$ cat src/rtl/uart_pkg.sv
// uart_pkg -- definitions shared by the UART transmit path, receive path and benches.
//   uart_state_e    : transmitter FSM states (PARITY exists only with UART_TX_PARITY_EN)
//   calc_baud_div() : clocks per bit from clock frequency and line rate
//   FRAME_BITS*     : bits per frame for 8N1 / 8E1 and for the active build
// Optional feature macro: UART_TX_PARITY_EN (even parity bit between data and stop).
package uart_pkg;

  typedef enum logic [2:0] {
    IDLE,
    START,
    DATA,
`ifdef UART_TX_PARITY_EN
    PARITY,
`endif
    STOP
  } uart_state_e;

  localparam int DATA_BITS      = 8;
  localparam int FRAME_BITS_8N1 = 10;
  localparam int FRAME_BITS_8E1 = 11;
`ifdef UART_TX_PARITY_EN
  localparam int FRAME_BITS     = FRAME_BITS_8E1;
`else
  localparam int FRAME_BITS     = FRAME_BITS_8N1;
`endif

  function automatic int calc_baud_div(input int clk_freq, input int baud);
    return clk_freq / baud;
  endfunction

endpackage

$ cat src/rtl/uart_sync_fifo.sv
// uart_sync_fifo -- single-clock FIFO with show-ahead read.
//   clk, rst_n      : clock, asynchronous active-low reset (pointers and count only)
//   wr_en, wr_data  : push; ignored while full
//   rd_en, rd_data  : pop; rd_data always shows the head entry
//   count           : entries stored
//   full, empty     : derived from count, so wrapped pointers are never ambiguous
module uart_sync_fifo #(
  parameter int DEPTH = 16,
  parameter int WIDTH = 8
) (
  input  logic                     clk,
  input  logic                     rst_n,
  input  logic                     wr_en,
  input  logic [WIDTH-1:0]         wr_data,
  input  logic                     rd_en,
  output logic [WIDTH-1:0]         rd_data,
  output logic [$clog2(DEPTH):0]   count,
  output logic                     full,
  output logic                     empty
);

  localparam int AW = $clog2(DEPTH);
  localparam int CW = AW + 1;

  logic [WIDTH-1:0] mem [DEPTH];
  logic [AW-1:0]    wr_ptr_q, wr_ptr_d;
  logic [AW-1:0]    rd_ptr_q, rd_ptr_d;
  logic [CW-1:0]    count_q, count_d;
  logic             wr_acc, rd_acc;

  assign full    = (count_q == CW'(DEPTH));
  assign empty   = (count_q == '0);
  assign count   = count_q;
  assign rd_data = mem[rd_ptr_q];

  always_comb begin
    wr_acc   = wr_en & ~full;
    rd_acc   = rd_en & ~empty;
    // Depth is a power of two, so pointer overflow is the modulo wrap.
    wr_ptr_d = wr_acc ? wr_ptr_q + 1'b1 : wr_ptr_q;
    rd_ptr_d = rd_acc ? rd_ptr_q + 1'b1 : rd_ptr_q;
    count_d  = count_q + CW'(wr_acc) - CW'(rd_acc);
  end

  always_ff @(posedge clk) begin
    if (wr_acc) mem[wr_ptr_q] <= wr_data;
  end

  always_ff @(posedge clk or negedge rst_n) begin
    if (!rst_n) begin
      wr_ptr_q <= '0;
      rd_ptr_q <= '0;
      count_q  <= '0;
    end else begin
      wr_ptr_q <= wr_ptr_d;
      rd_ptr_q <= rd_ptr_d;
      count_q  <= count_d;
    end
  end

endmodule

$ cat src/rtl/uart_tx_fifo.sv
// uart_tx_fifo -- buffered UART transmitter, 8N1 LSB first (8E1 with UART_TX_PARITY_EN).
//   clk, rst_n  : clock, asynchronous active-low reset
//   wr_data     : byte to enqueue, sampled only on accepted writes
//   wr_en       : write strobe, accepted when full=0
//   full        : FIFO holds FIFO_DEPTH entries
//   overflow    : one-cycle pulse after a write attempted while full (byte dropped)
//   fifo_count  : bytes waiting (excludes the byte in the shifter)
//   tx_busy     : start, data, parity or stop bit being driven
//   rs232_tx    : serial line, idle high
// Optional feature macro: UART_TX_PARITY_EN.
module uart_tx_fifo #(
  parameter int CLK_FREQ   = 50000000,
  parameter int BAUD       = 9600,
  parameter int FIFO_DEPTH = 16
) (
  input  logic                          clk,
  input  logic                          rst_n,
  input  logic [7:0]                    wr_data,
  input  logic                          wr_en,
  output logic                          full,
  output logic                          overflow,
  output logic [$clog2(FIFO_DEPTH):0]   fifo_count,
  output logic                          tx_busy,
  output logic                          rs232_tx
);

  import uart_pkg::*;

  localparam int BAUD_DIV = calc_baud_div(CLK_FREQ, BAUD);
  localparam int CNT_W    = (BAUD_DIV > 1) ? $clog2(BAUD_DIV) : 1;

  logic [7:0]       fifo_rd_data;
  logic             fifo_empty, fifo_full, pop;

  uart_sync_fifo #(.DEPTH(FIFO_DEPTH), .WIDTH(8)) u_fifo (
    .clk     (clk),
    .rst_n   (rst_n),
    .wr_en   (wr_en),
    .wr_data (wr_data),
    .rd_en   (pop),
    .rd_data (fifo_rd_data),
    .count   (fifo_count),
    .full    (fifo_full),
    .empty   (fifo_empty)
  );

  uart_state_e      state_q, state_d;
  logic [CNT_W-1:0] baud_cnt_q, baud_cnt_d;
  logic [2:0]       bit_idx_q, bit_idx_d;
  logic [7:0]       shift_q, shift_d;
  logic             tx_q, tx_d;
  logic             busy_q, busy_d;
  logic             overflow_q, overflow_d;
  logic             bit_end;
`ifdef UART_TX_PARITY_EN
  logic             parity_q, parity_d;
`endif

  assign full     = fifo_full;
  assign overflow = overflow_q;
  assign tx_busy  = busy_q;
  assign rs232_tx = tx_q;

  always_comb begin
    state_d    = state_q;
    baud_cnt_d = baud_cnt_q;
    bit_idx_d  = bit_idx_q;
    shift_d    = shift_q;
    tx_d       = tx_q;
    busy_d     = busy_q;
    pop        = 1'b0;
`ifdef UART_TX_PARITY_EN
    parity_d   = parity_q;
`endif
    overflow_d = wr_en & fifo_full;
    bit_end    = (baud_cnt_q == CNT_W'(BAUD_DIV - 1));

    if (state_q == IDLE) begin
      if (!fifo_empty) begin
        pop        = 1'b1;
        shift_d    = fifo_rd_data;
`ifdef UART_TX_PARITY_EN
        parity_d   = ^fifo_rd_data;
`endif
        tx_d       = 1'b0;
        busy_d     = 1'b1;
        baud_cnt_d = '0;
        state_d    = START;
      end
    end else begin
      baud_cnt_d = bit_end ? '0 : baud_cnt_q + 1'b1;
      if (bit_end) begin
        case (state_q)
          START: begin
            state_d   = DATA;
            bit_idx_d = 3'd0;
            tx_d      = shift_q[0];
          end
          DATA: begin
            if (bit_idx_q == 3'd7) begin
`ifdef UART_TX_PARITY_EN
              state_d = PARITY;
              tx_d    = parity_q;
`else
              state_d = STOP;
              tx_d    = 1'b1;
`endif
            end else begin
              // Shift right so the next bit to send is always shift_q[0].
              bit_idx_d = bit_idx_q + 3'd1;
              shift_d   = {1'b0, shift_q[7:1]};
              tx_d      = shift_q[1];
            end
          end
`ifdef UART_TX_PARITY_EN
          PARITY: begin
            state_d = STOP;
            tx_d    = 1'b1;
          end
`endif
          STOP: begin
            // Chain straight into the next frame when data is waiting.
            if (!fifo_empty) begin
              pop      = 1'b1;
              shift_d  = fifo_rd_data;
`ifdef UART_TX_PARITY_EN
              parity_d = ^fifo_rd_data;
`endif
              tx_d     = 1'b0;
              state_d  = START;
            end else begin
              tx_d     = 1'b1;
              busy_d   = 1'b0;
              state_d  = IDLE;
            end
          end
          default: ;
        endcase
      end
    end
  end

  always_ff @(posedge clk or negedge rst_n) begin
    if (!rst_n) begin
      state_q    <= IDLE;
      baud_cnt_q <= '0;
      bit_idx_q  <= 3'd0;
      shift_q    <= 8'd0;
      tx_q       <= 1'b1;
      busy_q     <= 1'b0;
      overflow_q <= 1'b0;
`ifdef UART_TX_PARITY_EN
      parity_q   <= 1'b0;
`endif
    end else begin
      state_q    <= state_d;
      baud_cnt_q <= baud_cnt_d;
      bit_idx_q  <= bit_idx_d;
      shift_q    <= shift_d;
      tx_q       <= tx_d;
      busy_q     <= busy_d;
      overflow_q <= overflow_d;
`ifdef UART_TX_PARITY_EN
      parity_q   <= parity_d;
`endif
    end
  end

endmodule

$ cat config.mk
export PLATFORM = sky130hd
export DESIGN_NAME = uart_tx_fifo
export DESIGN_NICKNAME = d
export VERILOG_FILES = /design/src/rtl/uart_pkg.sv /design/src/rtl/uart_sync_fifo.sv /design/src/rtl/uart_tx_fifo.sv
export SDC_FILE = /design/constraint.sdc
export NUM_CORES = 1
export LEC_CHECK = 0
export BUFFER_PORTS_ARGS = -buffer_cell sky130_fd_sc_hd__buf_2
export CAP_MARGIN = 5
export CORE_MARGIN = 2
export CORE_UTILIZATION = 55
export DETAILED_ROUTE_END_ITERATION = 8
export GPL_TIMING_DRIVEN = 0
export MAX_ROUTING_LAYER = met4
export PLACE_DENSITY_LB_ADDON = 0.15
export SLEW_MARGIN = 5
export SYNTH_ARGS = -nofsm -noshare
export SYNTH_HDL_FRONTEND = slang
export SYNTH_HIERARCHICAL = 1
export SYNTH_SLANG_ARGS = --single-unit
$ cat constraint.sdc
create_clock -name clk -period 2.93 [get_ports clk]
set_input_delay 0.879 -clock clk [delete_from_list [all_inputs] [get_ports clk]]
set_output_delay 0.879 -clock clk [all_outputs]
set_load 0.01 [all_outputs]
==> results_tabular.tex, run 1 <==
\begin{tabular}{lr}
\hline
Metric & Value \\
\hline
\multicolumn{2}{l}{\textbf{Synthesis}} \\
Distinct cells, synth & 64 \\
Total of flip-flops plus latches after synthesis & 170 \\
Count of flip-flops with a built-in enable after synthesis & 128 \\
Mean instance size in the synthesized netlist & 15.2 um2 \\
Cell count after synthesis & 501 \\
Count of yosys warnings during synthesis & 6 \\
Nets in the synthesized netlist & 530 \\
Most used flip-flop cell after synthesis & edfxtp\_1 \\
Netlist area before placement & 0.00761 mm2 \\
Async set-or-reset flop fraction in the synthesized netlist & 24.7\% \\
Part of the Yosys area used for sequential elements & 64.3\% \\
\multicolumn{2}{l}{\textbf{Power}} \\
Worst ir drop on vdd & 0.521 mV \\
Power density over the cells & 679 mW/mm2 \\
Sum of internal, switching and leakage power & 5.91 mW \\
Standby leakage power & 3.39 nW \\
\multicolumn{2}{l}{\textbf{Critical path}} \\
Crit path max-delay cell type & dfrtp\_2 \\
Number of buffers and inverters on the critical path & 2 \\
Worst-path cell chain & nor4b\_4 > a41oi\_2 > clkbuf\_8 > nor3\_2 > nor2b\_4 > ha\_1 > inv\_1 > ha\_1 > fa\_1 > a21oi\_2 > nor2\_1 > nor2\_1 > xnor2\_1 \\
CP Launch Type & flop \\
Critical path start-end classification & reg -> reg \\
Worst R2R Path Depth & 13 \\
Launch point of the worst reg-to-reg path & baud\_cnt\_q[5]\$\_DFFE\_PN0P\_ \\
Endpoint of the most critical register-to-register path & u\_fifo/count[4]\$\_DFF\_PN0\_ \\
Setup slack of the worst register-to-register path & 0.09 ns \\
Crit path arrival time & 3.20 ns \\
Critical path required time & 3.28 ns \\
Highest fanout seen on the critical path & 6 \\
Endpoint type of the worst setup path & flop \\
Crit-path max cell delay & 0.45 ns \\
Worst path top cell family by delay & simple AND/OR/NAND/NOR gates \\
\multicolumn{2}{l}{\textbf{Clocking}} \\
Depth of the CTS H-tree & 4 \\
CTS sink count & 170 \\
Number of buffers inserted during clock tree synthesis & 17 \\
Clk pin slew, worst setup/hold paths & 0.06 ns \\
Buffer type at the clock tree root & clkbuf\_16 \\
Source-to-sink clock delay at the later pin of the worst-skew pair & 0.43 ns \\
TritonCTS clock tree & built \\
Post-cts hold buffer count & 0 \\
Bufs on Longest Clock Path & 2 \\
\multicolumn{2}{l}{\textbf{Drt}} \\
Remaining antenna violation count after routing & 0 \\
Via-to-Cell Ratio & 5.96 \\
Number of remaining DRC errors & 0 \\
Detailed router's first-iteration violation count & 326 \\
Pre-Repair DR Iteration Count & 5 \\
Post-Route WL & 15.1 mm \\
Via count of the routed design & 4421 \\
Wirelength per Cell & 20.4 um \\
\multicolumn{2}{l}{\textbf{Placement}} \\
HPWL after detailed placement & 10.1 mm \\
Port bufs & 19 \\
Gpl congestion & 0.845 \\
Area after DPL & 0.00801 mm2 \\
Number of placed cells counting well taps & 700 \\
\multicolumn{2}{l}{\textbf{Timing}} \\
Shortest period the worst path allows & 2.84 ns \\
Total of endpoints with negative setup slack in the final report & 0 \\
Worst slew pin tran & 1.00 ns \\
Number of slew-limit violations in the final report & 0 \\
Worst slew margin & 33.1\% \\
Worst clock skew on the final layout & 0.0116 ns \\
Part of the cycle the worst path needs & 97.0\% \\
Count of endpoints failing hold in the final timing report & 0 \\
Highest clock frequency the design can meet & 0.352 GHz \\
\multicolumn{2}{l}{\textbf{Worst hold path}} \\
Worst min-delay path endpoint & rs232\_tx\$\_DFFE\_PN1P\_ \\
Class of the most critical hold timing path & reg -> reg \\
Hold Crit Start & rs232\_tx\$\_DFFE\_PN1P\_ \\
Number of instances on the worst hold path & 2 \\
\multicolumn{2}{l}{\textbf{Floorplan}} \\
Number of placed I/O pins & 20 \\
Row count & 42 \\
Die Area & 0.0148 mm2 \\
Initial core utilization & 56.8\% \\
Core region area & 0.0134 mm2 \\
Die Span X & 122 um \\
Floorplan die height & 122 um \\
\multicolumn{2}{l}{\textbf{Final layout}} \\
Fin area & 0.00870 mm2 \\
Ant. Diodes & 0 \\
Core utilization of the finished layout & 64.9\% \\
Final non-filler cell total & 742 \\
Proportion of layout cells with a drive suffix above 1 & 24.0\% \\
P\&R area growth vs syn & 14.4\% \\
Final nets & 582 \\
\multicolumn{2}{l}{\textbf{Global route}} \\
Pin count of the biggest net entering global routing & 43 \\
Global-route wire length before repair & 23.7 mm \\
Remaining Overflow, GRT & 0 \\
Number of antenna violations at the first check in global routing & 0 \\
Number of global-route vias before repair & 4258 \\
All-layer global routing usage & 22.8\% \\
\multicolumn{2}{l}{\textbf{Job}} \\
Max\_cap viols & 0 \\
\multicolumn{2}{l}{\textbf{Run status}} \\
Result of the run & completed \\
\hline
\end{tabular}
## per-layer routing
metal	vias up	routed length [um]	share of wire, %	global-route usage, %
met5	-	0	0	-
met4	0	300	2.0	8.19
met3	26	995	6.6	6.13
met2	131	7060	47	32.7
met1	2224	6790	45	31.7
li1	2040	-	-	-
## area by class of cell
class,instances,area [um2]
inverters,22,82.6
well taps,176,220
clock inverters,12,125
multi-input cells,281,2500
plain buffers,27,231
clock buffers,20,437
fillers,963,4700
repair buffers,34,208
flip-flops and latches,170,4900
## cells by family (layout without fill, tap and decap cells)
family / after synthesis / in the layout / synth area share [%]
AOI/OAI and AO/OA: 86 / 86 / 9.11
xor gates and xnor gates: 11 / 11 / 1.27
adders and majority gates: 18 / 18 / 3.06
buffers and inverters: 50 / 115 / 3.85
DFF: 170 / 170 / 64.3
muxes: 53 / 53 / 9.68
and+or+nand+nor: 113 / 113 / 8.71
## per-stage QoR
step / setup WS (ns) / TNS (ns) / hold slack, ns
2_1_floorplan: 0.0273 / 0 / 0.456
3_3_place_gp: -0.428 / -6.53 / 0.473
3_5_place_dp: -0.484 / -1.22 / 0.478
4_1_cts: 0.00926 / 0 / 0.493
5_1_grt: -0.0342 / -0.0342 / 0.516
6_report: 0.0872 / 0 / 0.496
## registers in the layout, summed over array words and instances, names as in the netlist, 2 cells and up
signal and flops:
u_fifo/mem 128, baud_cnt_q 13, shift_q 8, u_fifo/count 5, u_fifo/rd_ptr_q 4, u_fifo/wr_ptr_q 4
bit_idx_q 3, state_q 2
## worst max path at each step
stage,from,endpoint,cells past startpoint
5_1_grt,baud_cnt_q[5]$_DFFE_PN0P_,u_fifo/count[4]$_DFF_PN0_,13
3_5_place_dp,state_q[1]$_DFFE_PN0P_,u_fifo/count[4]$_DFF_PN0_,16
6_report,baud_cnt_q[5]$_DFFE_PN0P_,u_fifo/count[4]$_DFF_PN0_,13
4_1_cts,baud_cnt_q[0]$_DFFE_PN0P_,u_fifo/count[4]$_DFF_PN0_,14
3_3_place_gp,state_q[1]$_DFFE_PN0P_,u_fifo/count[4]$_DFF_PN0_,16
2_1_floorplan,baud_cnt_q[0]$_DFFE_PN0P_,u_fifo/count[4]$_DFF_PN0_,15
## worst register-to-register path: cells and delay by family, from the launching register on
kind	cells	cell delay, ns
buffers and inverters	2	0.21
AO/OA/AOI/OAI	2	0.33
XOR/XNOR	1	0.12
adder cells (fa/ha/maj)	3	0.75
flip-flops	1	0.45
AND/OR/NAND/NOR	5	0.91
## synth_stat cells, drive strengths merged, types with 3 or more instances
cell type	instances	share of area (%)
nand4	4	0.41
xor2	3	0.35
a22oi	8	0.79
and3	4	0.33
or2	3	0.25
buf	15	2.1
a21oi	16	1.1
o211ai	3	0.30
or3	3	0.25
nand3	15	0.99
o2bb2ai	8	1.0
o21ai	19	1.2
nand2	32	1.6
ha	17	2.8
clkbuf	13	0.66
edfxtp	128	51
nor2	9	0.44
mux2i	35	4.6
and4	3	0.36
xnor2	8	0.92
and2	13	1.1
mux4	16	4.7
a221oi	16	2.6
nor3b	10	1.1
nor2b	5	0.41
nor4	4	0.33
inv	22	1.1
dfrtp	41	13
## cell usage in the layout (no fill, tap or decap), types with 8 or more instances in the layout
cell type  count
a21oi_1       14
edfxtp_1     128
ha_1          15
o21ai_0       19
dfrtp_1       39
buf_6         11
mux2i_1       35
a22oi_1        8
clkbuf_16     17
buf_4         19
xnor2_1        8
nor2_1         8
clkbuf_1      10
nand2_1       32
buf_2         20
a221oi_2       9
and2_1        13
inv_1         20
mux4_2        16
nand3_1       15
## power by group
part           total, mW  internal (mW)  switching [mW]  leakage (nW)
logic              0.817          0.317           0.499          1.45
clock network       2.13           1.25           0.885         0.275
registers           2.96           2.86           0.101          1.67
## timing repair
action	4_1_cts	5_1_grt
gates resized for setup	5	16
pin swaps	2	3
buffers inserted	5	6
endpoints found under the setup margin	4	2
Note: power is estimated with default switching activity, not from simulation.
==> run 2, diff against run 1 <==
==> constraint.sdc (replaced) <==
create_clock -name clk -period 2.7 [get_ports clk]
set_input_delay 0.81 -clock clk [delete_from_list [all_inputs] [get_ports clk]]
set_output_delay 0.81 -clock clk [all_outputs]
set_load 0.01 [all_outputs]
==> results_tabular.tex, run 2 (synthesis gave the netlist of run 1 again) <==
\begin{tabular}{lr}
\hline
Metric & Value \\
\hline
\multicolumn{2}{l}{\textbf{Floorplan}} \\
Die Span X & 122 um (unchanged) \\
Number of placed I/O pins & 20 (unchanged) \\
Initial core utilization & 56.8\% (unchanged) \\
Core region area & 0.0134 mm2 (unchanged) \\
Row count & 42 (unchanged) \\
Die Area & 0.0148 mm2 (unchanged) \\
Floorplan die height & 122 um (unchanged) \\
\multicolumn{2}{l}{\textbf{Placement}} \\
Port bufs & 19 (unchanged) \\
Area after DPL & 0.00803 mm2 (was 0.00801 mm2) \\
Gpl congestion & 0.888 (was 0.845) \\
HPWL after detailed placement & 10.3 mm (was 10.1 mm) \\
\multicolumn{2}{l}{\textbf{Drt}} \\
Pre-Repair DR Iteration Count & 5 (unchanged) \\
Via-to-Cell Ratio & 5.96 (about the same) \\
Via count of the routed design & 4454 (was 4421) \\
Remaining antenna violation count after routing & 0 (unchanged) \\
Wirelength per Cell & 21.2 um (was 20.4 um) \\
Post-Route WL & 15.8 mm (was 15.1 mm) \\
Number of remaining DRC errors & 0 (unchanged) \\
Detailed router's first-iteration violation count & 315 (was 326) \\
\multicolumn{2}{l}{\textbf{Critical path}} \\
Endpoint type of the worst setup path & flop (unchanged) \\
Critical path start-end classification & reg -> reg (unchanged) \\
Worst R2R Path Depth & 14 (was 13) \\
Launch point of the worst reg-to-reg path & u\_fifo/count[3]\$\_DFF\_PN0\_ (was baud\_cnt\_q[5]\$\_DFFE\_PN0P\_) \\
Crit path arrival time & 2.96 ns (was 3.20 ns) \\
CP Launch Type & flop (unchanged) \\
Critical path required time & 3.05 ns (was 3.28 ns) \\
Highest fanout seen on the critical path & 3 (was 6) \\
CP Launch Point & u\_fifo/count[3]\$\_DFF\_PN0\_ (was baud\_cnt\_q[5]\$\_DFFE\_PN0P\_) \\
\multicolumn{2}{l}{\textbf{Worst hold path}} \\
Number of instances on the worst hold path & 1 (was 2) \\
Class of the most critical hold timing path & reg -> reg (unchanged) \\
Hold Crit Start & shift\_q[5]\$\_DFFE\_PN0P\_ (was rs232\_tx\$\_DFFE\_PN1P\_) \\
\multicolumn{2}{l}{\textbf{Final layout}} \\
Registers with the most flip-flops & u\_fifo/mem x128, baud\_cnt\_q x13, shift\_q x8 (unchanged) \\
Ant. Diodes & 0 (unchanged) \\
Proportion of layout cells with a drive suffix above 1 & 27.3\% (was 24.0\%) \\
Fin area & 0.00885 mm2 (was 0.00870 mm2) \\
P\&R area growth vs syn & 16.3\% (was 14.4\%) \\
Final nets & 587 (was 582) \\
Register containing the most flip-flops in the final layout & u\_fifo/mem (unchanged) \\
Number of flip-flops in the largest register & 128 (unchanged) \\
Most common library cell in the layout ignoring fill and taps & edfxtp\_1 (unchanged) \\
Most used cells in the layout excluding fill and tap cells & edfxtp\_1 (128), dfrtp\_1 (38), mux2i\_1 (35), nand2\_1 (32), buf\_4 (25) (was edfxtp\_1 (128), dfrtp\_1 (39), mux2i\_1 (35), nand2\_1 (32)) \\
\multicolumn{2}{l}{\textbf{Timing}} \\
Summed negative setup slack over all endpoints & 0 ns (unchanged) \\
Part of the cycle the worst path needs & 96.9\% (was 97.0\%) \\
Number of slew-limit violations in the final report & 0 (unchanged) \\
Count of endpoints failing hold in the final timing report & 0 (unchanged) \\
Worst clock skew on the final layout & 0.00916 ns (was 0.0116 ns) \\
Worst slew pin tran & 0.976 ns (was 1.00 ns) \\
Shortest period the worst path allows & 2.62 ns (was 2.84 ns) \\
Setup repair after global routing missed its margin & true \\
Total of endpoints with negative setup slack in the final report & 0 (unchanged) \\
Worst slew margin & 34.9\% (was 33.1\%) \\
Highest clock frequency the design can meet & 0.382 GHz (was 0.352 GHz) \\
\multicolumn{2}{l}{\textbf{Run status}} \\
Result of the run & completed (unchanged) \\
\multicolumn{2}{l}{\textbf{Clocking}} \\
CTS sink count & 170 (unchanged) \\
Bufs on Longest Clock Path & 2 (unchanged) \\
Post-cts hold buffer count & 0 (unchanged) \\
Number of buffers inserted during clock tree synthesis & 17 (unchanged) \\
Depth of the CTS H-tree & 4 (unchanged) \\
Buffer type at the clock tree root & clkbuf\_16 (unchanged) \\
Source-to-sink clock delay at the later pin of the worst-skew pair & 0.42 ns (was 0.43 ns) \\
TritonCTS clock tree & built (unchanged) \\
Clk pin slew, worst setup/hold paths & 0.07 ns (was 0.06 ns) \\
\multicolumn{2}{l}{\textbf{Global route}} \\
Global-route wire length before repair & 24.7 mm (was 23.7 mm) \\
Number of antenna violations at the first check in global routing & 0 (unchanged) \\
Pin count of the biggest net entering global routing & 43 (unchanged) \\
All-layer global routing usage & 23.7\% (was 22.8\%) \\
Number of global-route vias before repair & 4335 (was 4258) \\
Remaining Overflow, GRT & 0 (unchanged) \\
\multicolumn{2}{l}{\textbf{Power}} \\
Worst ir drop on vdd & 0.606 mV (was 0.521 mV) \\
Power density over the cells & 744 mW/mm2 (was 679 mW/mm2) \\
Standby leakage power & 3.42 nW (was 3.39 nW) \\
\multicolumn{2}{l}{\textbf{Job}} \\
Max\_cap viols & 0 (unchanged) \\
\hline
\end{tabular}
-- run 2: cell count changes in the layout (fill, tap and decap cells not counted), moves of 4 or more --
cell   before  now
inv_2       2    6
buf_4      19   25
ha_4        1    5
inv_8       0    5
inv_1      20   16
-- run 2: cell type report --
| cell class | instances | area [um2] |
|---|---|---|
| clock buffer | 18 | 429 |
| clock inverter | 14 | 159 |
| fill | 938 | 4550 |
| inverter | 22 | 82.6 |
| multi-input combinational | 281 | 2570 |
| tap | 176 | 220 |
| buffer | 25 | 228 |
| sequential | 170 | 4900 |
| timing repair buffer | 41 | 260 |
-- run 2: stage by stage --
step	hold WS, ns	util (%)	setup WS, ns	instances	total power [mW]
after floorplan	0.456	-	-0.0762	501	3.82
after global placement	0.472	59.5	-0.377	696	4.07
after detailed placement	0.481	60.0	-0.457	700	4.15
after CTS	0.496	65.5	-0.0358	743	6.57
after global routing	0.515	66.1	-0.0796	747	6.87
final	0.492	66.1	0.0844	747	6.59
-- run 2: timing repair --
action / 4_1_cts / 5_1_grt
buffers inserted: 12 / 6
setup endpoints to repair: 4 / 4
pin swaps: 6 / 7
hold endpoints to repair: 0 / 0
gates resized for setup: 14 / 13
-- run 2: path summary, 6_finish.rpt --
check / endpoint / slack (ns)
min in group asynchronous: baud_cnt_q[3]$_DFFE_PN0P_ / 0.53
setup / recovery: u_fifo/count[4]$_DFF_PN0_ / 0.08
setup reg to reg: u_fifo/count[4]$_DFF_PN0_ / 0.08
hold reg to reg: shift_q[5]$_DFFE_PN0P_ / 0.49
hold / removal: shift_q[5]$_DFFE_PN0P_ / 0.49
max in group asynchronous: baud_cnt_q[5]$_DFFE_PN0P_ / 1.48
-- run 2: metal layers --
layer  track usage (%)  part of all wire, %  vias to the layer above
met5                 -                    0                        -
met4              7.54                  1.9                        0
met3              4.73                  4.8                       18
met2              35.2                   49                      122
met1              33.4                   45                     2262
li1                  -                    -                     2052
-- run 2: report_power, final --
part | total (mW) | internal [mW] | switching (mW) | leakage (nW)
logic | 0.987 | 0.408 | 0.579 | 1.46
registers | 3.22 | 3.10 | 0.117 | 1.67
clock network | 2.38 | 1.32 | 1.07 | 0.287
total | 6.59 | 4.82 | 1.76 | 3.42
-- run 2: critical path, cell delays in order, from the launching register on --
cell and delay [ns]:
dfrtp_1 0.41, inv_2 0.09, ha_4 0.12, nor4b_4 0.29
clkbuf_8 0.20, nor3_2 0.04, nor2b_4 0.15, ha_4 0.26
inv_2 0.04, ha_4 0.15, fa_2 0.35, a21oi_2 0.14
nor2_1 0.05, nor2_1 0.12, xnor2_1 0.14
